[src/rtl/hamming_encode_arbiter_if.sv]
// hamming_encode_arbiter_if: the byte request bus and the codeword channel.
// With HAMMING_SECDED_EN defined, CW_W defaults to 8 so the parity bit fits.
interface hamming_encode_arbiter_if #(
  parameter int NUM_REQ = 4,
  parameter int SRC_W   = 2,
`ifdef HAMMING_SECDED_EN
  parameter int CW_W    = 8
`else
  parameter int CW_W    = 7
`endif
);
  logic [NUM_REQ-1:0]   req_valid;
  logic [8*NUM_REQ-1:0] req_data;
  logic [NUM_REQ-1:0]   req_ready;
  logic                 cw_valid;
  logic                 cw_ready;
  logic [CW_W-1:0]      cw_data;
  logic [SRC_W-1:0]     cw_src;
  logic                 cw_last;

  modport master (
    output req_valid, req_data, cw_ready,
    input  req_ready, cw_valid, cw_data, cw_src, cw_last
  );

  modport slave (
    input  req_valid, req_data, cw_ready,
    output req_ready, cw_valid, cw_data, cw_src, cw_last
  );
endinterface

[src/rtl/hamming_encode_arbiter.sv]
// hamming_encode_arbiter: round-robin share of one Hamming(7,4) encoder.
// Define HAMMING_SECDED_EN for an 8-bit codeword with overall even parity.
module hamming_encode_arbiter #(
  parameter int NUM_REQ = 4,
  parameter int SRC_W   = 2
) (
  input  logic clk,
  input  logic reset_n,
  hamming_encode_arbiter_if.slave bus,
  output logic busy
);
`ifdef HAMMING_SECDED_EN
  localparam int CW_W = 8;
`else
  localparam int CW_W = 7;
`endif

  typedef enum logic {IDLE, HIGH} state_t;

  state_t           state_q, state_d;
  logic [SRC_W-1:0] rr_q, rr_d;
  logic [3:0]       hi_q, hi_d;
  logic             vld_q, vld_d;
  logic [CW_W-1:0]  cw_q, cw_d;
  logic [SRC_W-1:0] src_q, src_d;
  logic             last_q, last_d;

  logic             load_ok;
  logic             gnt_vld;
  logic [SRC_W-1:0] gnt_idx;
  logic [SRC_W-1:0] scan;
  logic [7:0]       bytes [NUM_REQ];

  function automatic logic [CW_W-1:0] encode(input logic [3:0] d);
    logic [6:0] c;
    c = {d[3] ^ d[2] ^ d[0],
         d[3] ^ d[1] ^ d[0],
         d[3],
         d[2] ^ d[1] ^ d[0],
         d[2], d[1], d[0]};
`ifdef HAMMING_SECDED_EN
    return {^c, c};
`else
    return c;
`endif
  endfunction

  for (genvar g = 0; g < NUM_REQ; g++) begin : g_byte
    assign bytes[g] = bus.req_data[8*g +: 8];
  end

  assign load_ok = !vld_q || bus.cw_ready;

  // first valid requester at or after rr_q, wrapping
  always_comb begin
    gnt_vld = 1'b0;
    gnt_idx = '0;
    scan    = '0;
    for (int k = 0; k < NUM_REQ; k++) begin
      scan = SRC_W'((32'(rr_q) + 32'(k)) % 32'(NUM_REQ));
      if (!gnt_vld && bus.req_valid[scan]) begin
        gnt_vld = 1'b1;
        gnt_idx = scan;
      end
    end
  end

  // next state, output slot loads and the accept strobe
  always_comb begin
    state_d       = state_q;
    rr_d          = rr_q;
    hi_d          = hi_q;
    vld_d         = vld_q;
    cw_d          = cw_q;
    src_d         = src_q;
    last_d        = last_q;
    bus.req_ready = '0;
    case (state_q)
      IDLE: begin
        if (gnt_vld && load_ok) begin
          bus.req_ready[gnt_idx] = 1'b1;
          hi_d    = bytes[gnt_idx][7:4];
          cw_d    = encode(bytes[gnt_idx][3:0]);
          src_d   = gnt_idx;
          last_d  = 1'b0;
          vld_d   = 1'b1;
          rr_d    = (gnt_idx == SRC_W'(NUM_REQ - 1)) ?
                    '0 : gnt_idx + 1'b1;
          state_d = HIGH;
        end else if (bus.cw_ready) begin
          vld_d = 1'b0;
        end
      end
      HIGH: begin
        if (load_ok) begin
          cw_d    = encode(hi_q);
          last_d  = 1'b1;
          vld_d   = 1'b1;
          state_d = IDLE;
        end
      end
      default: state_d = IDLE;
    endcase
  end

  // state, pointer, latched nibble and the output register
  always_ff @(posedge clk or negedge reset_n) begin
    if (!reset_n) begin
      state_q <= IDLE;
      rr_q    <= '0;
      hi_q    <= '0;
      vld_q   <= 1'b0;
      cw_q    <= '0;
      src_q   <= '0;
      last_q  <= 1'b0;
    end else begin
      state_q <= state_d;
      rr_q    <= rr_d;
      hi_q    <= hi_d;
      vld_q   <= vld_d;
      cw_q    <= cw_d;
      src_q   <= src_d;
      last_q  <= last_d;
    end
  end

  assign bus.cw_valid = vld_q;
  assign bus.cw_data  = cw_q;
  assign bus.cw_src   = src_q;
  assign bus.cw_last  = last_q;
  assign busy         = (state_q != IDLE) || vld_q;
endmodule

[src/flat_wrapper.sv]
// flat-port wrapper written by rule: the top's interface ports become plain ports
module hamming_encode_arbiter_flat 
#(
  parameter int NUM_REQ = 4,
  parameter int SRC_W   = 2
)
  (clk, reset_n, busy, bus_req_valid, bus_req_data, bus_cw_ready, bus_req_ready, bus_cw_valid, bus_cw_data, bus_cw_src, bus_cw_last);
  hamming_encode_arbiter_if #(.NUM_REQ(NUM_REQ), .SRC_W(SRC_W)) bus_i ();
  input  logic clk;
  input  logic reset_n;
  output logic busy;
  input wire logic [$bits(bus_i.req_valid)-1:0] bus_req_valid;
  input wire logic [$bits(bus_i.req_data)-1:0] bus_req_data;
  input wire logic [$bits(bus_i.cw_ready)-1:0] bus_cw_ready;
  output wire logic [$bits(bus_i.req_ready)-1:0] bus_req_ready;
  output wire logic [$bits(bus_i.cw_valid)-1:0] bus_cw_valid;
  output wire logic [$bits(bus_i.cw_data)-1:0] bus_cw_data;
  output wire logic [$bits(bus_i.cw_src)-1:0] bus_cw_src;
  output wire logic [$bits(bus_i.cw_last)-1:0] bus_cw_last;
  assign bus_i.req_valid = bus_req_valid;
  assign bus_i.req_data = bus_req_data;
  assign bus_i.cw_ready = bus_cw_ready;
  assign bus_req_ready = bus_i.req_ready;
  assign bus_cw_valid = bus_i.cw_valid;
  assign bus_cw_data = bus_i.cw_data;
  assign bus_cw_src = bus_i.cw_src;
  assign bus_cw_last = bus_i.cw_last;
  hamming_encode_arbiter #(.NUM_REQ(NUM_REQ), .SRC_W(SRC_W)) u_core (.clk(clk), .reset_n(reset_n), .bus(bus_i), .busy(busy));
endmodule
[config.mk]
export PLATFORM = sky130hd
export DESIGN_NAME = hamming_encode_arbiter_flat
export DESIGN_NICKNAME = d
export VERILOG_FILES = /design/src/rtl/hamming_encode_arbiter_if.sv /design/src/rtl/hamming_encode_arbiter.sv /design/src/flat_wrapper.sv
export SDC_FILE = /design/constraint.sdc
export NUM_CORES = 1
export LEC_CHECK = 0
export BUFFER_PORTS_ARGS = -buffer_cell sky130_fd_sc_hd__buf_2
export CAP_MARGIN = 10
export CORE_MARGIN = 2
export CORE_UTILIZATION = 54
export CTS_BUF_LIST = sky130_fd_sc_hd__clkbuf_4
export CTS_CLUSTER_DIAMETER = 150
export DETAILED_ROUTE_END_ITERATION = 12
export MAX_ROUTING_LAYER = met4
export PLACE_DENSITY = 0.9
export SYNTH_ARGS = -nofsm -noshare
export SYNTH_HDL_FRONTEND = slang
export SYNTH_SLANG_ARGS = --single-unit
[constraint.sdc]
create_clock -name clk -period 5.3 [get_ports clk]
set_clock_uncertainty 0.1 [all_clocks]
set_input_delay 0 -clock clk [delete_from_list [all_inputs] [get_ports clk]]
set_output_delay 0 -clock clk [all_outputs]
set_load 0.01 [all_outputs]
; ---- Word level (Yosys, flattened, before mapping)
; Index checks and enable logic that the tools add are counted.
[word_totals]
output_inout_bits = 16
reg_bits = 18
in_bits = 39
wordCells = 86
[classes]
order_cmp = 7
n_eq_ne = 4
n_mux = 36
bitwise_logic = 14
n_reduce_logical = 14
addsub = 4
[op_table]
columns = cell, n
row1 = binary-select mux 8 bit (select 2 bit), 1
row2 = two-way mux 8 bit, 2
row3 = "< comparator 2 x 3 -> 1 bit, second input constant", 5
row4 = two-way mux 1 bit, 15
row5 = two-way mux 7 bit, 2
row6 = one-hot mux 7 bit (2 select lines), 1
row7 = bitwise XOR 1 bit, 12
row8 = two-way mux 2 bit, 5
row9 = binary-select mux 1 bit (select 2 bit), 4
row10 = two-way mux 4 bit, 2
row11 = one-hot mux 1 bit (2 select lines), 3
row12 = AND reduction 2 bit, 3
row13 = logical AND 1 bit, 5
row14 = "adder 2 x 1 -> 2 bit, second input constant", 2
row15 = "adder 2 bit, second input constant", 2
row16 = logical NOT 1 bit, 4
row17 = "greater-or-equal comparator 3 bit, second input constant", 1
row18 = "!= test 3 x 2 -> 1 bit, second input constant", 1
row19 = inverter 2 -> 3 bit, 1
row20 = demux 1 bit (select 2 bit), 1
row21 = "== test 2 bit, second input constant", 1
row22 = "greater-or-equal comparator 2 x 1 -> 1 bit, second input constant", 1
row23 = logical OR 1 bit, 2
row24 = "!= test 2 x 1 -> 1 bit, second input constant", 1
row25 = other kinds (2), 2

; ---- Longest topological paths before layout
; Gate-level depths: netlist (run 1).
[depth]
ltp_word = 20
ltp_mapped = 9
depth_no_buf = 8

; ---- Worst setup path after synthesis (run 1)
; Ideal clock, no wire load.
[synth_path]
kind = register -> register
from = register u_core.rr_q[1]
to = register u_core.cw_q[3], in the netlist u_core.bus.cw_data[3]
period_less_slack_ns = 2.070
stages_incl_launch_ff = 8
path_buffers = 0
setup_time_ns = 0.077
slack_ns = 3.230
arrival_ns = 1.893
required_time_ns = 5.123
path_cell_list = dfrtp_1 -> nand2_4 -> a211oi_4 -> nor2_4 -> mux2i_1 -> mux2i_1 -> xnor3_1 -> a21oi_1
[synth_between]
elab_chain_cells = 20
elab_cells_between_ends = 36
cone_classes = 3 x add/sub / 1 x eq/ne / 21 x mux / 3 x bitwise / 8 x reduce/logical
[synth_rtl]
columns = item, line_no
row1 = "start, declared", hamming_encode_arbiter.sv:21  ; logic [SRC_W-1:0] rr_q, rr_d;
row2 = "start signal, assigned", hamming_encode_arbiter.sv:118  ; rr_q <= rr_d;
row3 = "parallel branches: the longest is 20 deep, another holds adder 2 x 1 -> 2 bit", --
row4 = "end signal, assigned", hamming_encode_arbiter.sv:121  ; cw_q <= cw_d;
row5 = "end, declared", hamming_encode_arbiter.sv:24  ; logic [CW_W-1:0] cw_q, cw_d;
; Several ways; the timed one is not identified. The select of a mux whose other input is x is not followed.
; A chain may end at the register's enable or synchronous reset.

; ---- Final worst setup path (run 1)
[layout_path]
from = register u_core.rr_q[0]
to = register u_core.hi_q[2]
[layout_between]
elab_chain_cells = 16
elab_cells_between_ends = 31
cone_classes = 3 x add/sub / 19 x mux / 1 x bitwise / 8 x reduce/logical
[layout_rtl]
columns = item, line_no
row1 = "parallel branches: the longest is 16 deep, another holds adder 2 x 1 -> 2 bit", --
row2 = "end signal, assigned", hamming_encode_arbiter.sv:119  ; hi_q <= hi_d;
row3 = "end, declared", hamming_encode_arbiter.sv:22  ; logic [3:0] hi_q, hi_d;
; Several ways; the timed one is not identified. The select of a mux whose other input is x is not followed.

==> results.toml, run 1 <==
[setup_path]
crit_arrival_ns = 3.38
crit_buf_inv = 3
crit_slowest_cell = "dlygate4sd3_1"
cpPeakStageDelay_ns = 0.61
critPathTopFamily = "buffers and inverters"
crit_type = "reg2reg"
crit_path_max_fanout = 15
cp-start-kind = "flip-flop"
worstSetupEndpointType = "flip-flop"
required_ns = 5.38
crit_chain = "nand2b_1 > a21oi_2 > nor2_4 > clkinv_1 > nand2_1 > nand3_1 > dlygate4sd3_1 > o21ai_0 > dlygate4sd3_1 > o21ai_0"

[routing]
wl_per_cell_microns = 13.7
ant_nets = 0
finalWirelength_mm = 3.48
routed_via_density = 5.44
drt_first_pass_iters = 6
drc_errors = 0
vias = 1383
first_iter_violations = 18

[sta]
setup_tns_ns = 0
whs_ns = 0.0116
maxSlewViolCount = 0
period_share = 0.622
worst_pin_slew_ns = 1.06
timing.final.ws_setup_ns = 2.00
finalHoldViolCount = 0
min_period_ns = 3.30
rsz0062_at_grt = "false"
fmax_mhz = 303
relSlewSlack = 0.288
setup_viol = 0

[finish]
nets = 268
drive_above_1_share = 0.339
syn_to_final_growth_pct = 25.0
diodes = 0
fin_cells = 254

[run]
max_cap_violations = 0

[floorplan]
start_util = 0.567
core-area_sq_um = 2450
fp.dieW_microns = 54.8
die_area_sq_um = 3000
die_h_microns = 54.8
rows = 18
pin_count = 55

[yosys]
synth_area_sq_um = 1390
ys_warn_count = 0
synth-simple-area-share = 0.294
synth-adder-area-share = 0.0359
synth_top_family_by_area = "simple AND/OR/NAND/NOR gates"
synth_seq_cells = 18
yosysSeqAreaShare = 0.323
syn-instance-count = 167
synth.largest_area_cell = "dfrtp_1"
synth_xor_area_frac = 0.0638
yosys-top-cells-area = "dfrtp_1, nand2_1, o21ai_0"
synth.area.mux_share = 0.0575
synthDistinctLibCells = 39
yosys.area.top_type_share = 0.323
synth-compound-area-share = 0.186
syn-num-nets = 210
avgSynthCellArea_sq_um = 8.34

[clocking]
cts_inserted_buffers = 3
numClockSinks = 18
clock_insertion_delay_worst_skew_ns = 0.29
clockBufferDepth = 2
cts_tree = "yes"
cts-root-buf = "clkbuf_4"
clkSlewWorstSetupHoldPaths_ns = 0.11
htreeDepth = 1
postCtsSetupRepairBufs = 0

[grt]
overflow = 0
grt_max_degree = 19
grt_usage = 0.252
grt_pass1_vias = 1253
grt_pass1_wl_mm = 5.21
antenna_found_initial = 0

[hold_path]
hold_class = "in2reg"

[outcome]
status = "finished, final reports clean"

[power_and_ir_drop]
p_per_area_nw_per_um2 = 456
leakage_nw = 0.880
peakVddDrop_mv = 0.295

[placement]
hpwl_mm = 2.69
portBuffers = 54
dp_cells = 245
place_congestion = 0.810
pre_cts_slack_ns = 2.84
-- through the flow --
step	power, mW	instance area [sq um]	util
global placement	0.690	1660	0.678
global route	0.860	1740	0.709
CTS	0.792	1740	0.709
detailed placement	0.710	1660	0.678
floorplan	0.592	1390	-
finish	0.793	1740	0.709
-- cell families (layout without fill, tap and decap cells) --
logic type,count (synthesis),count (layout)
multiplexers,8,8
AND/OR/NAND/NOR,80,80
XOR/XNOR,7,7
flip-flops,18,18
AO/OA/AOI/OAI,39,39
buffers and inverters,11,68
adder cells (fa/ha/maj),4,4
-- per-layer routing --
metal / track usage / share of wire / vias up
met4: 0.0750 / 0.016 / 0
met2: 0.458 / 0.51 / 48
met1: 0.290 / 0.43 / 639
li1: - / - / 690
met3: 0.0219 / 0.046 / 6
met5: - / 0 / -
-- power by group --
| part | total [mW] | switching [mW] | internal, mW |
|---|---|---|---|
| sequential | 0.252 | 0.0602 | 0.192 |
| combinational | 0.470 | 0.242 | 0.228 |
| clock | 0.0709 | 0.0435 | 0.0274 |
-- final cells by class --
class,instances,area [sq um]
Multi-Input combinational cell,138,887
Fill cell,206,714
Sequential cell,18,450
Timing Repair Buffer,59,320
Tap cell,30,37.5
Clock buffer,3,22.5
Inverter,5,18.8
Clock inverter,1,3.75
-- cells in the final DEF (no fill, tap or decap), types with 2 or more instances in the layout --
cell type	n
clkinv_1	2
clkbuf_4	3
o22ai_1	4
and3_4	2
a211oi_4	2
nor3_1	2
ha_1	4
or2_2	2
nor2_4	2
mux2i_1	8
nand3_1	9
nor2_1	6
and2_1	4
buf_2	54
nand2b_1	4
and2b_2	2
nor2b_1	2
xnor3_1	2
xnor2_1	5
and3_2	2
dlygate4sd3_1	5
dfrtp_1	18
o21ai_0	17
nand2_1	39
inv_1	3
a21oi_1	8
a21oi_2	2
-- final timing paths --
path	from	end	slack, ns	cells after the start
setup / recovery	u_core.rr_q[0]$_DFFE_PN0P_	u_core.hi_q[2]$_DFFE_PN0P_	2.00	10
hold / removal	bus_req_data[13]	u_core.hi_q[1]$_DFFE_PN0P_	0.01	5
setup reg to reg	u_core.rr_q[0]$_DFFE_PN0P_	u_core.hi_q[2]$_DFFE_PN0P_	2.00	10
hold reg to reg	u_core.bus.cw_last$_DFFE_PN0P_	u_core.bus.cw_last$_DFFE_PN0P_	0.39	2
max in group asynchronous	reset_n	u_core.hi_q[1]$_DFFE_PN0P_	4.72	2
min in group asynchronous	reset_n	u_core.bus.cw_data[5]$_DFFE_PN0P_	0.09	2
-- synth_stat cells, drive strengths merged --
cell,n
a211o,1
a211oi,2
a21o,1
a21oi,10
and2,4
and2b,2
and3,4
buf,2
clkbuf,3
clkinv,1
dfrtp,18
dlygate4sd1,1
ha,4
inv,4
mux2i,8
nand2,40
nand2b,4
nand3,9
nand4b,1
nor2,8
nor2b,2
nor3,2
nor4,1
o211a,1
o21ai,19
o22a,1
o22ai,4
or2,2
or3,1
xnor2,5
xnor3,2
-- sequential cells by signal, indices dropped and copies added, names as in the netlist --
| register | cells |
|---|---|
| u_core.bus.cw_valid | 1 |
| u_core.rr_q | 2 |
| u_core.hi_q | 4 |
| u_core.bus.cw_data | 7 |
| u_core.bus.cw_last | 1 |
| u_core.bus.cw_src | 2 |
| u_core.state_q | 1 |
-- repair_timing --
action                     4_1_cts  5_1_grt
setup endpoints to repair        0        0
hold buffers                     5        0
resized for setup                0        0
hold endpoints to repair        20        0
-- worst reg2reg max path, stage by stage, from the launching register on --
cell and delay, ns:
dfrtp_1 0.40, nand2b_1 0.20, a21oi_2 0.13, nor2_4 0.38, clkinv_1 0.38, nand2_1 0.16
nand3_1 0.08, dlygate4sd3_1 0.61, o21ai_0 0.09, dlygate4sd3_1 0.59, o21ai_0 0.07
No activity file was read; power rests on OpenSTA's default activity.
==> run 2, diff against run 1 <==
--- a/config.mk
+++ b/config.mk
@@ -5,15 +5,16 @@
 export SDC_FILE = /design/constraint.sdc
 export NUM_CORES = 1
 export LEC_CHECK = 0
+export ABC_AREA = 1
 export BUFFER_PORTS_ARGS = -buffer_cell sky130_fd_sc_hd__buf_2
 export CAP_MARGIN = 10
 export CORE_MARGIN = 2
-export CORE_UTILIZATION = 54
+export CORE_UTILIZATION = 48
 export CTS_BUF_LIST = sky130_fd_sc_hd__clkbuf_4
 export CTS_CLUSTER_DIAMETER = 150
 export DETAILED_ROUTE_END_ITERATION = 12
 export MAX_ROUTING_LAYER = met4
-export PLACE_DENSITY = 0.9
+export PLACE_DENSITY = 0.81
 export SYNTH_ARGS = -nofsm -noshare
 export SYNTH_HDL_FRONTEND = slang
 export SYNTH_SLANG_ARGS = --single-unit
==> constraint.sdc (replaced) <==
create_clock -name clk -period 3 [get_ports clk]
set_clock_uncertainty 0.1 [all_clocks]
set_input_delay 0 -clock clk [delete_from_list [all_inputs] [get_ports clk]]
set_output_delay 0 -clock clk [all_outputs]
set_load 0.01 [all_outputs]
==> run 2 against run 1 <==
Sequential share of layout area down 4.4 points. Combinational power rose to 5.0 times the previous value. Highest routed layer unchanged. Hold slack worse by 0.0069 ns. Worst setup slack worse by 1.8 ns. Critical endpoint is now u_core.hi_q[0]$_DFFE_PN0P_. Largest cell class unchanged.
==> results.toml, run 2 <==
[sta]
relSlewSlack = 0.712
rsz0062_at_grt = "false"
setup_viol = 0
timing.final.ws_setup_ns = 0.188
min_period_ns = 2.81
setup_tns_ns = 0
maxSlewViolCount = 0
finalHoldViolCount = 0
fmax_mhz = 356
worst_pin_slew_ns = 0.432
whs_ns = 0.00473
period_share = 0.937

[routing]
ant_nets = 0
first_iter_violations = 185
drc_errors = 0
wl_per_cell_microns = 12.0
drt_first_pass_iters = 4
finalWirelength_mm = 4.33
routed_via_density = 5.16
vias = 1863

[run]
max_cap_violations = 0

[setup_path]
r2r_slack_ns = 0.19
crit_path_max_fanout = 22
cpPeakStageDelay_ns = 0.58
crit_slowest_cell = "dlygate4sd3_1"
timing.critical_path.from = "u_core.rr_q[0]$_DFFE_PN0P_"
r2r_cells = 11
crit_buf_inv = 2
worstSetupEndpointType = "flip-flop"
crit_type = "reg2reg"
reg2reg_to = "u_core.hi_q[0]$_DFFE_PN0P_"
critPathTopFamily = "simple AND/OR/NAND/NOR gates"
crit_arrival_ns = 2.87
crit_chain = "inv_2 > nand2_1 > nand2_4 > nand2_1 > nand2_1 > a21oi_1 > nand2_2 > nand2_4 > mux2i_1 > dlygate4sd3_1 > o221ai_1"
required_ns = 3.06
cp-start-kind = "flip-flop"
crit_top_cell = "nand2_1"
rr_startpoint = "u_core.rr_q[0]$_DFFE_PN0P_"

[grt]
overflow = 0
grt_max_degree = 23
grt_usage = 0.235
grt_pass1_vias = 1667
grt_pass1_wl_mm = 7.32
antenna_found_initial = 0

[floorplan]
core-area_sq_um = 3360
start_util = 0.501
die_h_microns = 63.3
die_area_sq_um = 4000
pin_count = 55
rows = 21
fp.dieW_microns = 63.3

[hold_path]
hold_path_depth = 3
whs_endpoint = "u_core.hi_q[1]$_DFFE_PN0P_"
hold_class = "in2reg"
worstHoldStart = "bus_req_data[29]"

[clocking]
clockBufferDepth = 2
cts-root-buf = "clkbuf_4"
clock_insertion_delay_worst_skew_ns = 0.29
numClockSinks = 18
htreeDepth = 1
clkSlewWorstSetupHoldPaths_ns = 0.09
cts_inserted_buffers = 3
cts_tree = "yes"
postCtsSetupRepairBufs = 0

[power_and_ir_drop]
p_per_area_nw_per_um2 = 1410
leakage_nw = 1.14
peakVddDrop_mv = 0.691

[placement]
pre_cts_slack_ns = 0.286
place_congestion = 1.04
dp_cells = 346
portBuffers = 54
hpwl_mm = 3.31

[yosys]
synth_area_sq_um = 1690
avgSynthCellArea_sq_um = 6.67
ys_warn_count = 0
synthDistinctLibCells = 33
synth.most_common_cell = "nand2_1"
yosys-top-cells-area = "dfrtp_1, nand2_1, nand3_1"
synth_edf_count = 0
synth_seq_cells = 18
async_reset_ff_frac = 1.00
synth.largest_area_cell = "dfrtp_1"
yosys_most_used_dff = "dfrtp_1"
yosysSeqAreaShare = 0.267
syn-num-nets = 296
synth.cells.most_frequent = "nand2_1, nand3_1, nor2_1"
yosys.area.top_type_share = 0.267
syn-instance-count = 253

[finish]
largest_reg_flops = 7
syn_to_final_growth_pct = 24.5
nets = 360
drive_above_1_share = 0.276
fin_cells = 361
final_cell_mix = "nand2_1, buf_2, nand3_1, nor2_1"
fillers = 326
diodes = 0
layout_commonest_cell = "nand2_1"

[outcome]
status = "finished, final reports clean"
-- run 2: cell count changes after synthesis, moves of 5 or more --
cell,previous run,this run
a21oi_1,8,13
inv_1,3,17
mux2i_1,8,2
nand2_1,39,77
nand2_2,0,9
nand2_4,1,6
nand3_1,9,29
nor2_1,6,27
o21ai_0,17,10
xnor2_1,5,0
-- run 2: cell families (layout without fill, tap and decap cells) --
family / after synthesis / after routing / share of synthesized area
xor+xnor: 3 / 3 / 0.0156
mux: 2 / 2 / 0.0119
flops: 18 / 18 / 0.267
compound gates: 35 / 35 / 0.123
simple gates: 160 / 160 / 0.460
buf+inv: 31 / 93 / 0.0927
fa+ha+maj: 4 / 4 / 0.0297
-- run 2: cell type report --
cell class,instances,area [sq um],area share
Multi-Input combinational cell,204,1080,0.514
Sequential cell,18,452,0.215
Timing Repair Buffer,68,405,0.193
Inverter,22,82.6,0.0393
Tap cell,46,57.6,0.0274
Clock buffer,3,22.5,0.0107
-- run 2: worst max-delay path by stage --
stage                                              to  depth (start not counted)
floorplan           u_core.bus.cw_data[3]$_DFFE_PN0P_                         18
global placement    u_core.bus.cw_data[3]$_DFFE_PN0P_                         17
detailed placement  u_core.bus.cw_data[3]$_DFFE_PN0P_                         17
CTS                        u_core.hi_q[1]$_DFFE_PN0P_                         11
global route               u_core.hi_q[0]$_DFFE_PN0P_                         11
finish                     u_core.hi_q[0]$_DFFE_PN0P_                         11
-- run 2: power by group --
group	total, mW	switching [mW]	internal (mW)	leakage [nW]
Sequential	0.524	0.146	0.377	0.210
Combinational	2.33	1.50	0.825	0.917
Clock	0.119	0.0722	0.0468	0.0138
-- run 2: per-stage QoR --
step	util	total power, mW	instance area (sq um)
final	0.624	2.97	2100
after global routing	0.624	3.34	2100
after CTS	0.624	2.94	2100
after detailed placement	0.581	2.78	1960
after global placement	0.581	2.75	1960
after floorplan	-	2.44	1690
-- run 2: worst register-to-register path, stage by stage, from the launching register on --
cell,delay (ns)
dfrtp_2,0.53
inv_2,0.13
nand2_1,0.12
nand2_4,0.08
nand2_1,0.07
nand2_1,0.07
a21oi_1,0.18
nand2_2,0.20
nand2_4,0.29
mux2i_1,0.25
dlygate4sd3_1,0.58
o221ai_1,0.10
-- run 2: repair_timing --
| item | CTS | global route |
|---|---|---|
| gates resized for setup | 0 | 1 |
| hold buffers | 12 | 0 |
| hold endpoints to repair | 23 | 0 |
| endpoints found under the setup margin | 0 | 6 |
-- run 2: layer usage --
metal | GRT usage | routed length [microns] | vias to the layer above | share of wire
met5 | - | 0 | - | 0
met3 | 0.0464 | 300 | 14 | 0.069
li1 | - | - | 953 | -
met1 | 0.292 | 1900 | 817 | 0.44
met2 | 0.375 | 2010 | 79 | 0.46
met4 | 0.0978 | 117 | 0 | 0.027
